==> src/rtl/serial_adder_ctrl.sv <==
// serial_adder_ctrl
// Bit-serial adder: computes a + b + cin one bit per clock, LSB first,
// through a single full-adder cell. A three-state FSM (IDLE/RUN/DONE)
// sequences the operation; sum/cout only change when a result completes.
//
// Optional feature: define SERIAL_ADDER_OVF_EN to add the 'ovf' output,
// the signed-overflow flag (carry into MSB xor carry out of MSB).

module serial_adder_ctrl #(
  parameter int WIDTH = 8
) (
  input  logic             clk,
  input  logic             rst_n,
  input  logic             start,
  input  logic [WIDTH-1:0] a,
  input  logic [WIDTH-1:0] b,
  input  logic             cin,
  output logic             busy,
  output logic             done,
  output logic [WIDTH-1:0] sum,
  output logic             cout
`ifdef SERIAL_ADDER_OVF_EN
  ,
  output logic             ovf
`endif
);

  // Counter wide enough to index bits 0..WIDTH-1 (at least one bit).
  localparam int CW = (WIDTH > 1) ? $clog2(WIDTH) : 1;
  localparam logic [CW-1:0] LAST_BIT = CW'(WIDTH - 1);

  typedef enum logic [1:0] {
    IDLE = 2'd0,
    RUN  = 2'd1,
    DONE = 2'd2
  } state_t;

  state_t state;
  state_t state_next;

  // Operands captured at acceptance, so later input changes cannot
  // disturb an addition in progress.
  logic [WIDTH-1:0] a_reg;
  logic [WIDTH-1:0] b_reg;
  logic             carry;
  logic [CW-1:0]    cnt;

  // Partial result: each new bit enters at the MSB and the register
  // shifts right, so after WIDTH steps bit 0 has landed at position 0.
  logic [WIDTH-1:0] shreg;
  logic [WIDTH-1:0] sh_next;

  logic bit_a;
  logic bit_b;
  logic bit_s;
  logic carry_next;
  logic last_bit;

  // Operand bit selection; a 1-bit operand has only bit 0 to offer.
  generate
    if (WIDTH == 1) begin : g_sel_one
      assign bit_a = a_reg[0];
      assign bit_b = b_reg[0];
    end else begin : g_sel_multi
      assign bit_a = a_reg[cnt];
      assign bit_b = b_reg[cnt];
    end
  endgenerate

  // Full-adder cell plus the shifted partial result it produces.
  always_comb begin
    bit_s      = bit_a ^ bit_b ^ carry;
    carry_next = (bit_a & bit_b) | (carry & (bit_a ^ bit_b));
    last_bit   = (cnt == LAST_BIT);
    sh_next    = shreg >> 1;
    sh_next[WIDTH-1] = bit_s;
  end

  // FSM state register; reset returns to IDLE without waiting for clk.
  always_ff @(posedge clk or negedge rst_n) begin
    if (!rst_n) begin
      state <= IDLE;
    end else begin
      state <= state_next;
    end
  end

  // Next-state logic and the state-decoded busy/done flags.
  always_comb begin
    state_next = state;
    busy       = 1'b0;
    done       = 1'b0;
    unique case (state)
      IDLE: begin
        if (start) begin
          state_next = RUN;
        end
      end
      RUN: begin
        busy = 1'b1;
        if (last_bit) begin
          state_next = DONE;
        end
      end
      DONE: begin
        done       = 1'b1;
        state_next = IDLE;
      end
      default: begin
        state_next = IDLE;
      end
    endcase
  end

  // Working registers: capture operands on acceptance, then step one bit
  // per cycle while running.
  always_ff @(posedge clk or negedge rst_n) begin
    if (!rst_n) begin
      a_reg <= '0;
      b_reg <= '0;
      carry <= 1'b0;
      cnt   <= '0;
      shreg <= '0;
    end else begin
      case (state)
        IDLE: begin
          if (start) begin
            a_reg <= a;
            b_reg <= b;
            carry <= cin;
            cnt   <= '0;
            shreg <= '0;
          end
        end
        RUN: begin
          shreg <= sh_next;
          carry <= carry_next;
          if (last_bit) begin
            cnt <= '0;
          end else begin
            cnt <= cnt + 1'b1;
          end
        end
        default: begin
        end
      endcase
    end
  end

  // Result registers: loaded only on the step that finishes the MSB, so
  // partial results never show on the outputs.
  always_ff @(posedge clk or negedge rst_n) begin
    if (!rst_n) begin
      sum  <= '0;
      cout <= 1'b0;
    end else if (state == RUN && last_bit) begin
      sum  <= sh_next;
      cout <= carry_next;
    end
  end

`ifdef SERIAL_ADDER_OVF_EN
  // Signed overflow: the carry entering the MSB differs from the one leaving it.
  always_ff @(posedge clk or negedge rst_n) begin
    if (!rst_n) begin
      ovf <= 1'b0;
    end else if (state == RUN && last_bit) begin
      ovf <= carry ^ carry_next;
    end
  end
`endif

endmodule

==> config.mk <==
export PLATFORM = sky130hd
export DESIGN_NAME = serial_adder_ctrl
export DESIGN_NICKNAME = d
export VERILOG_FILES = /design/src/rtl/serial_adder_ctrl.sv
export SDC_FILE = /design/constraint.sdc
export NUM_CORES = 1
export LEC_CHECK = 0
export CORE_MARGIN = 4
export CORE_UTILIZATION = 50
export DETAILED_ROUTE_END_ITERATION = 7
export GPL_TIMING_DRIVEN = 1
export PLACE_DENSITY = 0.79
export REMOVE_ABC_BUFFERS = 1
export SLEW_MARGIN = 30
export SYNTH_ARGS = -nofsm -noshare
export SYNTH_HDL_FRONTEND = slang
export SYNTH_SLANG_ARGS = --single-unit
==> constraint.sdc <==
create_clock -name clk -period 2.74 [get_ports clk]
set_clock_uncertainty 0.1 [all_clocks]
set_input_delay 0.822 -clock clk [delete_from_list [all_inputs] [get_ports clk]]
set_output_delay 0.822 -clock clk [all_outputs]
set_load 0.03 [all_outputs]
* After elaboration in Yosys (flattened, before gate mapping)
Index checks and enable logic that the tools add are counted.
** Cells by class
- Add/subtract/negate cells :: 1
- Order comparisons :: 1
- Equal/unequal tests :: 5
- Mux-type cells :: 16
- Bitwise logic cells :: 5
- Reductions and logical operators :: 6
** Operators with widths (count)
- one-hot mux 8 bit (2 select lines) :: 1
- 2-to-1 mux 8 bit :: 1
- binary-select mux 1 bit (select 3 bit) :: 2
- 2-to-1 mux 3 bit :: 2
- one-hot mux 3 bit (2 select lines) :: 1
- AND reduction 2 bit :: 3
- 2-to-1 mux 1 bit :: 5
- < comparator 3 x 4 -> 1 bit (second input constant) :: 1
- 2-to-1 mux 2 bit :: 2
- inequality test 2 bit (second input constant) :: 2
- one-hot mux 2 bit (2 select lines) :: 1
- adder 3 x 1 -> 3 bit (second input constant) :: 1
- equality test 3 bit (second input constant) :: 1
- AND 1 bit :: 2
- equality test 2 x 1 -> 1 bit (second input constant) :: 1
- equality test 2 bit (second input constant) :: 1
- zero test 2 bit :: 1
- one-hot mux 1 bit (2 select lines) :: 1
- nonzero test 2 bit :: 1
- bitwise XOR 1 bit :: 2
- logical AND 1 bit :: 1
- OR 1 bit :: 1
** Word-level totals
- Bits in registers :: 39
- Bits of input ports :: 20
- Word-level logic and storage cells :: 42

* Depth between registers and ports, before layout
Gate-level depths: netlist (run 1).
- Depth after elaboration :: 6
- Depth in mapped cells :: 6
- Gate-level depth less buffers :: 5

* Worst setup path after synthesis (run 1)
No wires, ideal clock.
- Kind :: reg2reg
- From :: register cnt[0]
- To :: register sum[7]
- Library setup time :: 0.125 ns
- Arrival :: 1.983 ns
- Setup slack :: 0.532 ns
- Cell stages (with the launch flop) :: 6
- Path buffers :: 1
- Period minus slack after synthesis :: 2.208 ns
- Path through :: dfrtp_1 buf_6 mux4_1 mux2_2 fa_1 mux2_2
** Between the ends
- Longest elaborated chain between the ends :: 4
- Elaborated cells on any way between the ends :: 8
** RTL lines
- start, declared :: line 46 : logic [CW-1:0] cnt;
- start signal, assigned :: line 141 : cnt <= cnt + 1'b1;
- binary-select mux 1 bit (select 3 bit), on equally long branches :: line 65, 66
- 2-to-1 mux 1 bit, on equally long branches :: line 65, 66
- bitwise XOR 1 bit * (2 in series) :: line 72 : bit_s = bit_a ^ bit_b ^ carry;
- named net bit_s :: line 55 : logic bit_s;
- end signal, assigned :: line 157 : sum <= sh_next;
- end, declared :: line 20 : output logic [WIDTH-1:0] sum,
Mark *: on every way through the listed nets, which the timed path passes. The rest lies on a longest branch. The select of a mux whose other input is x is not followed.
A chain may end at the register's enable or synchronous reset.

* Worst setup path after layout (run 1)
- From :: register state[1]
- To :: output port done
** Between the ends
- Longest elaborated chain between the ends :: 2
** RTL lines
- start, declared :: line 38 : state_t state;
- start signal, assigned :: line 84 : state <= state_next;
- equality test 2 bit :: line 93 : unique case (state)
- 2-to-1 mux 1 bit :: line 93
- end, declared :: line 19 : output logic done,
No other way between the ends.

==> impl_metrics.toml, run 1 <==
[routing]
wl_per_cell_um = 15.1
drc = 0
num_vias = 977
drtIter0Drc = 19
dr.pass1.iters = 4
ant_nets = 0
wl_mm = 2.71
via_per_inst = 5.43

[global_routing]
grt_pass1_vias = 1014
grt-ovfl-total = 0
track_usage_pct = 15.1
grt_start_max_net_pins = 39
grt_pass1_wl_mm = 4.74
grt_antenna_before_repair = 0

[die]
dieArea_sq_um = 4190
fp.dieW_um = 64.8
start_util_pct = 52.3
coreArea_sq_um = 3080
ios = 31
rows = 20
die_y_um = 64.8

[job]
drv_cap = 0

[setup_path]
cp-start-kind = "register"
cp.arrival_ns = 1.64
worstSetupPathType = "reg -> out"
crit_path_cell_trace = "inv_1 -> nor2_1 -> clkdlybuf4s50_1"
required_ns = 1.82
cp-end-kind = "output pin"
path_max_fanout = 4
cp_slowest_cell = "clkdlybuf4s50_1"
slowest_delay_ns = 0.67

[placed_design]
port_buffers = 30
post_dp_cell_area_sq_um = 1950
gp_congestion = 0.773
pre_cts_slack_ns = 0.297
dp_hpwl_mm = 2.02
dp.cells = 172

[clocking]
cts.sinks = 38
clk-insertion-delay-late_ns = 0.33
htree_levels = 2
root_buffer = "clkbuf_4"
cts.clk_slew.worst_paths_ns = 0.11
numCtsBuffers = 5
clockBufferDepth = 2
cts_resized = 0
cts_hold_buf = 0
cts_tree = "done"
cts_setup_buffers = 0

[timing]
final-hold-violation-count = 0
worst_slew_pin_slew_ns = 0.815
max_freq_ghz = 0.390
rsz0062_at_grt = "false"
slew_headroom_pct = 45.7
setup_tns_ns = 0
setup_ws_ns = 0.177
setup_viol = 0
maxSlewViolCount = 0
fin_crit_ns = 2.56
period_share_pct = 93.5

[layout]
final_util_pct = 65.9
fin_area_sq_um = 2030
layout_commonest_cell = "dfrtp_1"
area_delta_synth_final_pct = 26.0
diodes = 0
nets = 158
fin_cells = 180
drive_gt1_share_pct = 30.1
final_cell_mix = "dfrtp_1 (38), clkdlybuf4s50_1 (28), mux2_2 (27)"

[synth]
ys_types = 20
yosysSeqAreaShare_pct = 59.1
syn_area_sq_um = 1610
syn_inst = 99
ys_ff_latch = 38
synth_area_per_cell_sq_um = 16.3
yosys_warnings = 0

[hold_path]
hold_class = "reg -> reg"

[status]
status = "complete, no violations"

[pwr]
power.density_nw_per_um2 = 1170
p_leak_nw = 0.895
ir_drop_mv = 0.600
==> report_power, final <==
group | leakage [nW] | switching [mW] | internal (mW)
registers | 0.466 | 0.183 | 0.827
clock network | 0.0446 | 0.174 | 0.175
logic | 0.384 | 0.433 | 0.585
total | 0.895 | 0.789 | 1.59
==> critical path, delay by kind of cell, from the launching register on <==
| family | cells | cell delay [ns] |
|---|---|---|
| simple gates | 1 | 0.09 |
| buf+inv | 2 | 0.76 |
| flops | 1 | 0.45 |
==> area by class of cell <==
cell class                 instances  area, sq um
fill                             238         1050
sequential                        38          951
multi-input combinational         55          621
timing repair buffer              32          313
clock buffer                       8         78.8
tap                               44         55.1
inverter                           3         11.3
==> path summary, 6_finish.rpt <==
| kind | startpoint | end | slack (ns) | depth (start not counted) |
|---|---|---|---|---|
| max reg2reg | cnt[0]$_DFFE_PN0P_ | sum[7]$_DFFE_PN0P_ | 0.37 | 4 |
| min reg2reg | b_reg[3]$_DFFE_PN0P_ | b_reg[3]$_DFFE_PN0P_ | 0.41 | 1 |
| min in group asynchronous | rst_n | sum[4]$_DFFE_PN0P_ | 0.47 | 1 |
| min | b_reg[3]$_DFFE_PN0P_ | b_reg[3]$_DFFE_PN0P_ | 0.41 | 1 |
| max | state[1]$_DFFE_PN0P_ | done | 0.18 | 3 |
| max in group asynchronous | rst_n | a_reg[0]$_DFFE_PN0P_ | 1.56 | 1 |
==> Yosys cell counts <==
cell	instances	area, sq um
nand2_2	1	6.26
o21bai_2	1	11.3
nand2_1	2	7.51
o21ai_0	1	5.00
nor2_1	1	3.75
inv_1	3	11.3
a31oi_1	1	6.26
nor2b_1	1	6.26
a22o_1	9	78.8
mux4_1	4	105
nor3b_4	1	18.8
ha_1	2	25.0
a22oi_1	1	7.51
mux2_2	27	304
o31ai_1	1	7.51
dfrtp_1	38	951
o21bai_1	1	7.51
buf_6	2	22.5
buf_2	1	5.00
fa_1	1	20.0
==> metal layers <==
layer  part of all wire [%]  track usage (%)
met5                      0                0
met4                    1.1             4.22
met3                    5.2             6.93
met2                     50             24.9
met1                     44             17.7
==> metrics by stage <==
step | hold slack, ns | power (mW)
3_3_place_gp | 0.383 | 2.00
2_1_floorplan | 0.362 | 1.70
4_1_cts | 0.418 | 2.40
5_1_grt | 0.436 | 2.54
6_report | 0.412 | 2.38
3_5_place_dp | 0.393 | 2.06
==> kinds of logic (layout without fill, tap and decap cells) <==
| family | Yosys count | in the layout | share of synthesized area, % |
|---|---|---|---|
| AND/OR/NAND/NOR | 6 | 6 | 2.64 |
| AO/OA/AOI/OAI | 15 | 15 | 7.69 |
| flip-flops | 38 | 38 | 59.1 |
| adder cells (fa/ha/maj) | 3 | 3 | 2.80 |
| buffers and inverters | 6 | 43 | 2.41 |
| multiplexers | 31 | 31 | 25.4 |
Note: power is estimated with default switching activity, not from simulation.
==> inputs of run 2 (changes only) <==
Settings changed: DONT_BUFFER_PORTS from default to 1, PLACE_DENSITY 0.79 to 0.67.
==> run 2 against run 1 <==
Effect of this change:
- global-route usage up 0.19 points
- largest cell class unchanged
- non-clock buffer count shrank 30
- via count shrank 14%
- cell area shrank 16%
- utilization decreased by 11 points
- sequential cell count stayed put
- first-iteration DRC count grew 42%
- clock power shrank 20%
- critical path depth is 1 higher
- sequential share of layout area grew 8.9 points
- worst hold slack got worse by 0.35 ns
- count of clock-buffer cells in the layout decreased by 2
==> impl_metrics.toml, run 2 (synthesized netlist as in run 1, its figures left out) <==
[layout]
multiInputGateArea_sq_um = 621
fin_cells = 148
nets = 128
area_delta_synth_final_pct = 5.83
regArea_sq_um = 951
drive_gt1_share_pct = 36.5
diodes = 0
fillCellCount = 256
layout_commonest_cell = "dfrtp_1"
final_cell_mix = "dfrtp_1 (38), mux2_2 (27), a22o_1 (9)"

[setup_path]
reg2regPathDepth = 4
worst_path_most_repeated_cell = "mux2_2"
path_max_fanout = 7
r2r-start = "cnt[0]$_DFFE_PN0P_"
slowest_delay_ns = 0.61
worstSetupPathType = "reg -> reg"
cp_slowest_cell = "mux4_1"
worst-r2r-setup-slack_ns = 0.40
cp-start-kind = "register"
crit_path_cell_trace = "mux4_1 -> mux2_2 -> fa_1 -> mux2_2"
required_ns = 2.87
cp.arrival_ns = 2.47
cp-end-kind = "register"
timing.rr.end = "sum[7]$_DFFE_PN0P_"

[die]
start_util_pct = 52.3
rows = 20
coreArea_sq_um = 3080
ios = 31
fp.dieW_um = 64.8
die_y_um = 64.8
dieArea_sq_um = 4190

[routing]
wl_mm = 2.62
dr.pass1.iters = 3
drtIter0Drc = 27
ant_nets = 0
wl_per_cell_um = 17.7
num_vias = 844
drc = 0
via_per_inst = 5.70

[clocking]
cts.sinks = 38
cts_tree = "done"
clk-insertion-delay-late_ns = 0.34
cts_hold_buf = 0
cts_setup_buffers = 0
cts.clk_slew.worst_paths_ns = 0.10
root_buffer = "clkbuf_4"
htree_levels = 2
numCtsBuffers = 5
clockBufferDepth = 2
cts_resized = 0

[status]
status = "complete, no violations"

[pwr]
power.share.clock_pct = 13.1
combPwrFrac_pct = 33.5
p_switching_uw = 748
p_sw_share_pct = 35.0
internal-power_mw = 1.39
p_leak_nw = 0.760
ir_drop_mv = 0.514
share_seq_of_total_power_pct = 53.4
power.density_nw_per_um2 = 1250

[timing]
rsz0062_at_grt = "false"
slew_headroom_pct = 61.8
max_freq_ghz = 0.428
setup_viol = 0
setup_tns_ns = 0
maxSlewViolCount = 0
fin_crit_ns = 2.34
worst_slew_pin_slew_ns = 0.571
period_share_pct = 85.3
final-hold-violation-count = 0

[job]
drv_cap = 0

[global_routing]
grt_pass1_vias = 940
grt-ovfl-total = 0
grt_start_max_net_pins = 39
grt_pass1_wl_mm = 4.69
track_usage_pct = 15.3
grt_antenna_before_repair = 0

[placed_design]
gp_congestion = 0.772
port_buffers = 0
dp.cells = 142
dp_hpwl_mm = 1.92

[hold_path]
hold_class = "in -> async"
## run 2: critical path: cells and delay by family, from the launching register on
family | cells | cell delay, ns
adder cells (fa/ha/maj) | 1 | 0.45
multiplexers | 3 | 1.18
flip-flops | 1 | 0.51
## run 2: layer usage
| metal | track usage, % | vias to the layer above | wire, um |
|---|---|---|---|
| li1 | - | 379 | - |
| met1 | 18.2 | 430 | 1140 |
| met2 | 21.7 | 27 | 1190 |
| met3 | 8.49 | 8 | 210 |
| met4 | 8.71 | 0 | 82 |
| met5 | 0 | - | 0 |
## run 2: per-stage QoR
step / worst slack (ns) / hold slack (ns) / util, % / area, sq um / total power [mW]
after floorplan: 0.516 / 0.362 / - / 1580 / 1.70
after global placement: 0.464 / 0.388 / 53.7 / 1650 / 1.85
after detailed placement: 0.412 / 0.390 / 53.7 / 1650 / 1.89
after CTS: 0.398 / 0.0446 / 55.4 / 1700 / 2.17
after global routing: 0.316 / 0.0334 / 55.4 / 1700 / 2.30
final: 0.402 / 0.0633 / 55.4 / 1700 / 2.14
## run 2: worst max path at each step
stage	startpoint	end	slack (ns)	depth (start not counted)
2_1_floorplan	cnt[0]$_DFFE_PN0P_	sum[7]$_DFFE_PN0P_	0.52	4
3_3_place_gp	cnt[0]$_DFFE_PN0P_	sum[7]$_DFFE_PN0P_	0.46	4
3_5_place_dp	cnt[0]$_DFFE_PN0P_	sum[7]$_DFFE_PN0P_	0.41	4
4_1_cts	cnt[0]$_DFFE_PN0P_	sum[7]$_DFFE_PN0P_	0.40	4
5_1_grt	cnt[0]$_DFFE_PN0P_	sum[7]$_DFFE_PN0P_	0.32	4
6_report	cnt[0]$_DFFE_PN0P_	sum[7]$_DFFE_PN0P_	0.40	4
## run 2: final cells by class
cell class / instances / share of cell area, %
Sequential cell: 38 / 55.8
Multi-Input combinational cell: 55 / 36.4
Tap cell: 44 / 3.23
Clock buffer: 6 / 3.01
Timing Repair Buffer: 2 / 0.881
Inverter: 3 / 0.661
## run 2: power groups by stage
| stage | clock network [mW] | registers (mW) | logic [mW] |
|---|---|---|---|
| global placement | 0 | 1.15 | 0.692 |
| finish | 0.280 | 1.14 | 0.716 |
| CTS | 0.294 | 1.15 | 0.725 |
| detailed placement | 0 | 1.17 | 0.720 |
| global route | 0.318 | 1.18 | 0.796 |
| floorplan | 0 | 1.09 | 0.608 |
==> variant 1, RTL diff (config.mk and constraints of run 2) <==
Change the parameter `WIDTH` from 8 to 32.
--- a/src/rtl/serial_adder_ctrl.sv
+++ b/src/rtl/serial_adder_ctrl.sv
@@ -8,5 +8,5 @@
 
 module serial_adder_ctrl #(
-  parameter int WIDTH = 8
+  parameter int WIDTH = 32
 ) (
   input  logic             clk,
Ports: changed (resized a, b and sum); port bits go from 31 to 103. No check against the original RTL was run, so the function may have changed too.
==> variant 1 against run 2 <==
Sequential cell count is 98 higher. Area after synthesis grew to 3.5 times the old value. Wire length grew to 3.9 times the old value. Global-route usage is 1.6 points higher. The flow now finishes with violations (negative hold slack). Final area grew to 3.7 times the old value. Power grew to 3.7 times the old value. Sequential power grew to 3.0 times the old value. Setup slack worse by 0.38 ns.
==> variant 1: results (changes against run 2) <==
.. list-table::
   :header-rows: 1

   * - Metric
     - Value
   * - Later-pin clock latency in the skew report
     - 0.50 ns (+0.16 ns)
   * - DR pass1 iterations
     - 5 (+2)
   * - Via count of the first global-routing pass
     - 3289 (+250%)
   * - Post-synthesis cell count
     - 347 (+250%)
   * - Global-route wire length before repair
     - 17100 um (+260%)
   * - Proportion of synthesized area in mux cells
     - 27.5% (+2.1 points)
   * - Final design area excluding fillers
     - 0.00637 mm2 (+270%)
   * - # H-tree levels
     - 4 (+2)
   * - Antenna violations before repair
     - 2 (+2)
   * - Routed wl met3
     - 933 um (+340%)
   * - Uppermost layer routed
     - met5
   * - Share of synthesized area occupied by flip-flops and latches
     - 61.2% (+2.2 points)
   * - Worst r2r path cells
     - 6 (+2)
   * - Final Hold Fails
     - 136 (+136)
   * - Cell variety after synth
     - 29 (+45%)
   * - HPWL Detailed
     - 6900 um (+260%)
   * - RD Place Congestion
     - 0.714 (-7.5%)
   * - Compound-cell area share of the yosys netlist
     - 6.73% (-0.96 points)
   * - Cell Area, Placed
     - 0.00578 mm2 (+250%)
   * - Synth cell count leaders
     - sky130_fd_sc_hd__dfrtp_1, sky130_fd_sc_hd__mux2_2, sky130_fd_sc_hd__a22o_1
   * - All-layer global routing usage
     - 16.9% (+1.6 points)
   * - R2r endpoint
     - sum[31]
   * - Cells taking the most area after synthesis
     - sky130_fd_sc_hd__dfrtp_1, sky130_fd_sc_hd__mux2_2, sky130_fd_sc_hd__mux4_2
   * - Final worst hold slack
     - -0.0862 ns (-0.150 ns)
   * - Failing checks
     - negative hold slack
   * - # nets final
     - 425 (+230%)
   * - Maximum single-stage delay on the critical path
     - 0.49 ns (-0.12 ns)
   * - Worst reg2reg setup slack
     - 0.03 ns (-0.38 ns)
   * - Met1 routing resource usage after global routing
     - 21.2% (+3.0 points)
   * - Largest driver fanout on the critical path
     - 11 (+4)
   * - Number of fill cells in the layout
     - 831 (+220%)
   * - Fmax
     - 0.368 GHz (-14%)
   * - Final std cells w/o fill
     - 507 (+240%)
   * - Met2 track demand over resource
     - 26.4% (+4.7 points)
   * - Average wire per standard cell
     - 20.0 um (+13%)
   * - Register clock-pin slew on the reported worst setup and hold paths
     - 0.06 ns (-0.04 ns)
   * - Wire length on met2
     - 5010 um (+320%)
   * - Met1 Routed Length
     - 4060 um (+250%)
   * - Total instance count after detailed placement
     - 475 (+230%)
   * - Result of the run
     - finished, violations left
   * - Standby leakage power
     - 2.78 nW (+270%)
   * - Critical Path Slowest Stage Cell
     - sky130_fd_sc_hd__mux4_2
## variant 1: changes by cell type in the layout (fill, tap and decap cells not counted), moves of 4 or more
| cell | delta |
|---|---|
| sky130_fd_sc_hd__dfrtp_1 | +98 |
| sky130_fd_sc_hd__mux2_2 | +70 |
| sky130_fd_sc_hd__a22o_1 | +24 |
| sky130_fd_sc_hd__mux4_2 | +17 |
| sky130_fd_sc_hd__clkbuf_16 | +16 |
| sky130_fd_sc_hd__clkbuf_4 | -5 |
| sky130_fd_sc_hd__inv_6 | +5 |
| sky130_fd_sc_hd__buf_12 | +4 |
| sky130_fd_sc_hd__buf_4 | +4 |
| sky130_fd_sc_hd__mux2i_1 | +4 |
| sky130_fd_sc_hd__mux4_1 | -4 |
| sky130_fd_sc_hd__o21ai_0 | +4 |
## variant 1: cell families (layout without fill, tap and decap cells)
group                    Yosys count  after routing
AO/OA/AOI/OAI                     46             46
AND/OR/NAND/NOR                   19             19
buffers and inverters             24             44
adder cells (fa/ha/maj)            3              3
flip-flops                       136            136
multiplexers                     119            119
## variant 1: final cells by class
class | count | area share (%)
Inverter | 2 | 0.118
Sequential cell | 136 | 53.4
Tap cell | 140 | 2.75
Clock buffer | 19 | 6.93
Timing Repair Buffer | 10 | 1.96
Multi-Input combinational cell | 187 | 32.7
Clock inverter | 13 | 2.10
## variant 1: what timing repair did
item                                   in CTS  in global routing
setup endpoints to repair                   2                  4
resized for setup                           0                  4
setup buffers                               0                  0
endpoints found under the hold margin     136                136
## variant 1: power breakdown
group          internal (W)  switching [W]
Combinational       0.00150       0.000848
Sequential          0.00280       0.000657
Clock               0.00128       0.000891
Total               0.00557        0.00240
==> variant 2, RTL diff (settings of run 2) <==
Without the edit above. Encoding of `state_t`: now one-hot (3 bits for 3 states).
--- a/src/rtl/serial_adder_ctrl.sv
+++ b/src/rtl/serial_adder_ctrl.sv
@@ -30,8 +30,8 @@
   localparam logic [CW-1:0] LAST_BIT = CW'(WIDTH - 1);
 
-  typedef enum logic [1:0] {
-    IDLE = 2'd0,
-    RUN  = 2'd1,
-    DONE = 2'd2
+  typedef enum logic [2:0] {
+    IDLE = 3'b001,
+    RUN  = 3'b010,
+    DONE = 3'b100
   } state_t;
 
Function: no difference found for any inputs over 10 cycles, from zero or initial values and one cycle with rst_n low; not proved beyond that.
==> variant 2 against run 2 <==
First-iteration DRC count increased by 44%. Synthesized cell count rose by 1.0%. Area after synthesis increased by 3.2%. Setup slack worse by 0.037 ns. Power is 17% lower. Wire length is 1.8% higher. Sequential cell count is 1 higher. Final area rose by 5.0%. Clock power increased by 41%. Via count is 2.5% lower. Largest power group unchanged. Highest routed layer unchanged.
==> variant 2: results (changes against run 2) <==
.. list-table::
   :header-rows: 1

   * - Metric
     - Value
   * - Total instance count after detailed placement
     - 141 (-0.70%)
   * - Standby leakage power
     - 0.814 nW (+7.1%)
   * - Via Count
     - 823 (-2.5%)
   * - DR pass1 iterations
     - 4 (+1)
   * - Cells taking the most area after synthesis
     - sky130_fd_sc_hd__dfrtp_1, sky130_fd_sc_hd__mux2_4, sky130_fd_sc_hd__mux2_2
   * - Share of the core filled with cells
     - 57.2% (+1.8 points)
   * - Layout sequential cell count
     - 39 (+2.6%)
   * - Non-clock buffer share
     - 1.26% (+0.38 points)
   * - Data arrival at the endpoint of the critical path
     - 2.51 ns (+0.04 ns)
   * - # nets final
     - 127 (-0.78%)
   * - Detailed router's first-iteration violation count
     - 39 (+44%)
   * - Synth cell count leaders
     - sky130_fd_sc_hd__dfrtp_1, sky130_fd_sc_hd__mux2_2, sky130_fd_sc_hd__a22o_1, sky130_fd_sc_hd__mux2_1, sky130_fd_sc_hd__mux2_4
   * - Non-clock inverter count in the final layout
     - 1 (-2)
   * - Average wire per standard cell
     - 17.9 um (+1.1%)
   * - Cell variety after synth
     - 24 (+20%)
   * - Switching power
     - 0.000502 W (-33%)
   * - Multi-input combinational cell count
     - 54 (-1.8%)
   * - Relative contribution of combinational cells to total power
     - 28.4% (-5.1 points)
   * - Global-route wire length before repair
     - 4550 um (-2.9%)
   * - Via count of the first global-routing pass
     - 927 (-1.4%)
   * - Fraction of area in registers
     - 54.6% (-1.2 points)
   * - Result of the run
     - finished clean
   * - Largest net degree at the start of global routing
     - 40 (+2.6%)
   * - RD Place Congestion
     - 0.742 (-3.9%)
   * - Final std cells w/o fill
     - 149 (+0.68%)
   * - Non-clock buffers
     - 3 (+1)
   * - Portion of the layout cell area used by clock cells
     - 4.83% (+1.8 points)
   * - Normalized max-slew margin
     - 51.5% (-10 points)
   * - Post-synthesis cell count
     - 100 (+1.0%)
   * - HPWL Detailed
     - 1880 um (-2.1%)
   * - Worst r2r path cells
     - 4 (unchanged)
   * - Power after layout
     - 0.00177 W (-17%)
   * - Maximum single-stage delay on the critical path
     - 0.55 ns (-0.06 ns)
   * - Multi-input logic area
     - 643 um2 (+3.6%)
   * - Sequential-cell power consumption
     - 0.000874 W (-23%)
   * - Number of fill cells in the layout
     - 258 (+0.78%)
==> variant 2: cell families (layout without fill, tap and decap cells) <==
group | Yosys count | count (layout) | synth area share [%]
multiplexers | 32 | 32 | 26.1
buffers and inverters | 7 | 12 | 3.39
AO/OA/AOI/OAI | 12 | 12 | 5.95
AND/OR/NAND/NOR | 7 | 7 | 3.01
flip-flops | 39 | 39 | 58.8
adder cells (fa/ha/maj) | 3 | 3 | 2.71
==> variant 2: path summary, 6_finish.rpt <==
check                      startpoint       end
setup / recovery               cnt[0]    sum[7]
hold / removal                  rst_n    sum[7]
setup reg to reg               cnt[0]    sum[7]
hold reg to reg              a_reg[0]  a_reg[0]
max in group asynchronous       rst_n  state[0]
min in group clk             a_reg[0]  a_reg[0]
==> variant 2: routing by layer <==
metal | wire length [um] | vias to the layer above | GRT usage (%)
li1 | - | 374 | -
met5 | 0 | - | 0
met2 | 1230 | 25 | 20.8
met4 | 56 | 0 | 7.77
met1 | 1200 | 417 | 19.0
met3 | 193 | 7 | 5.64
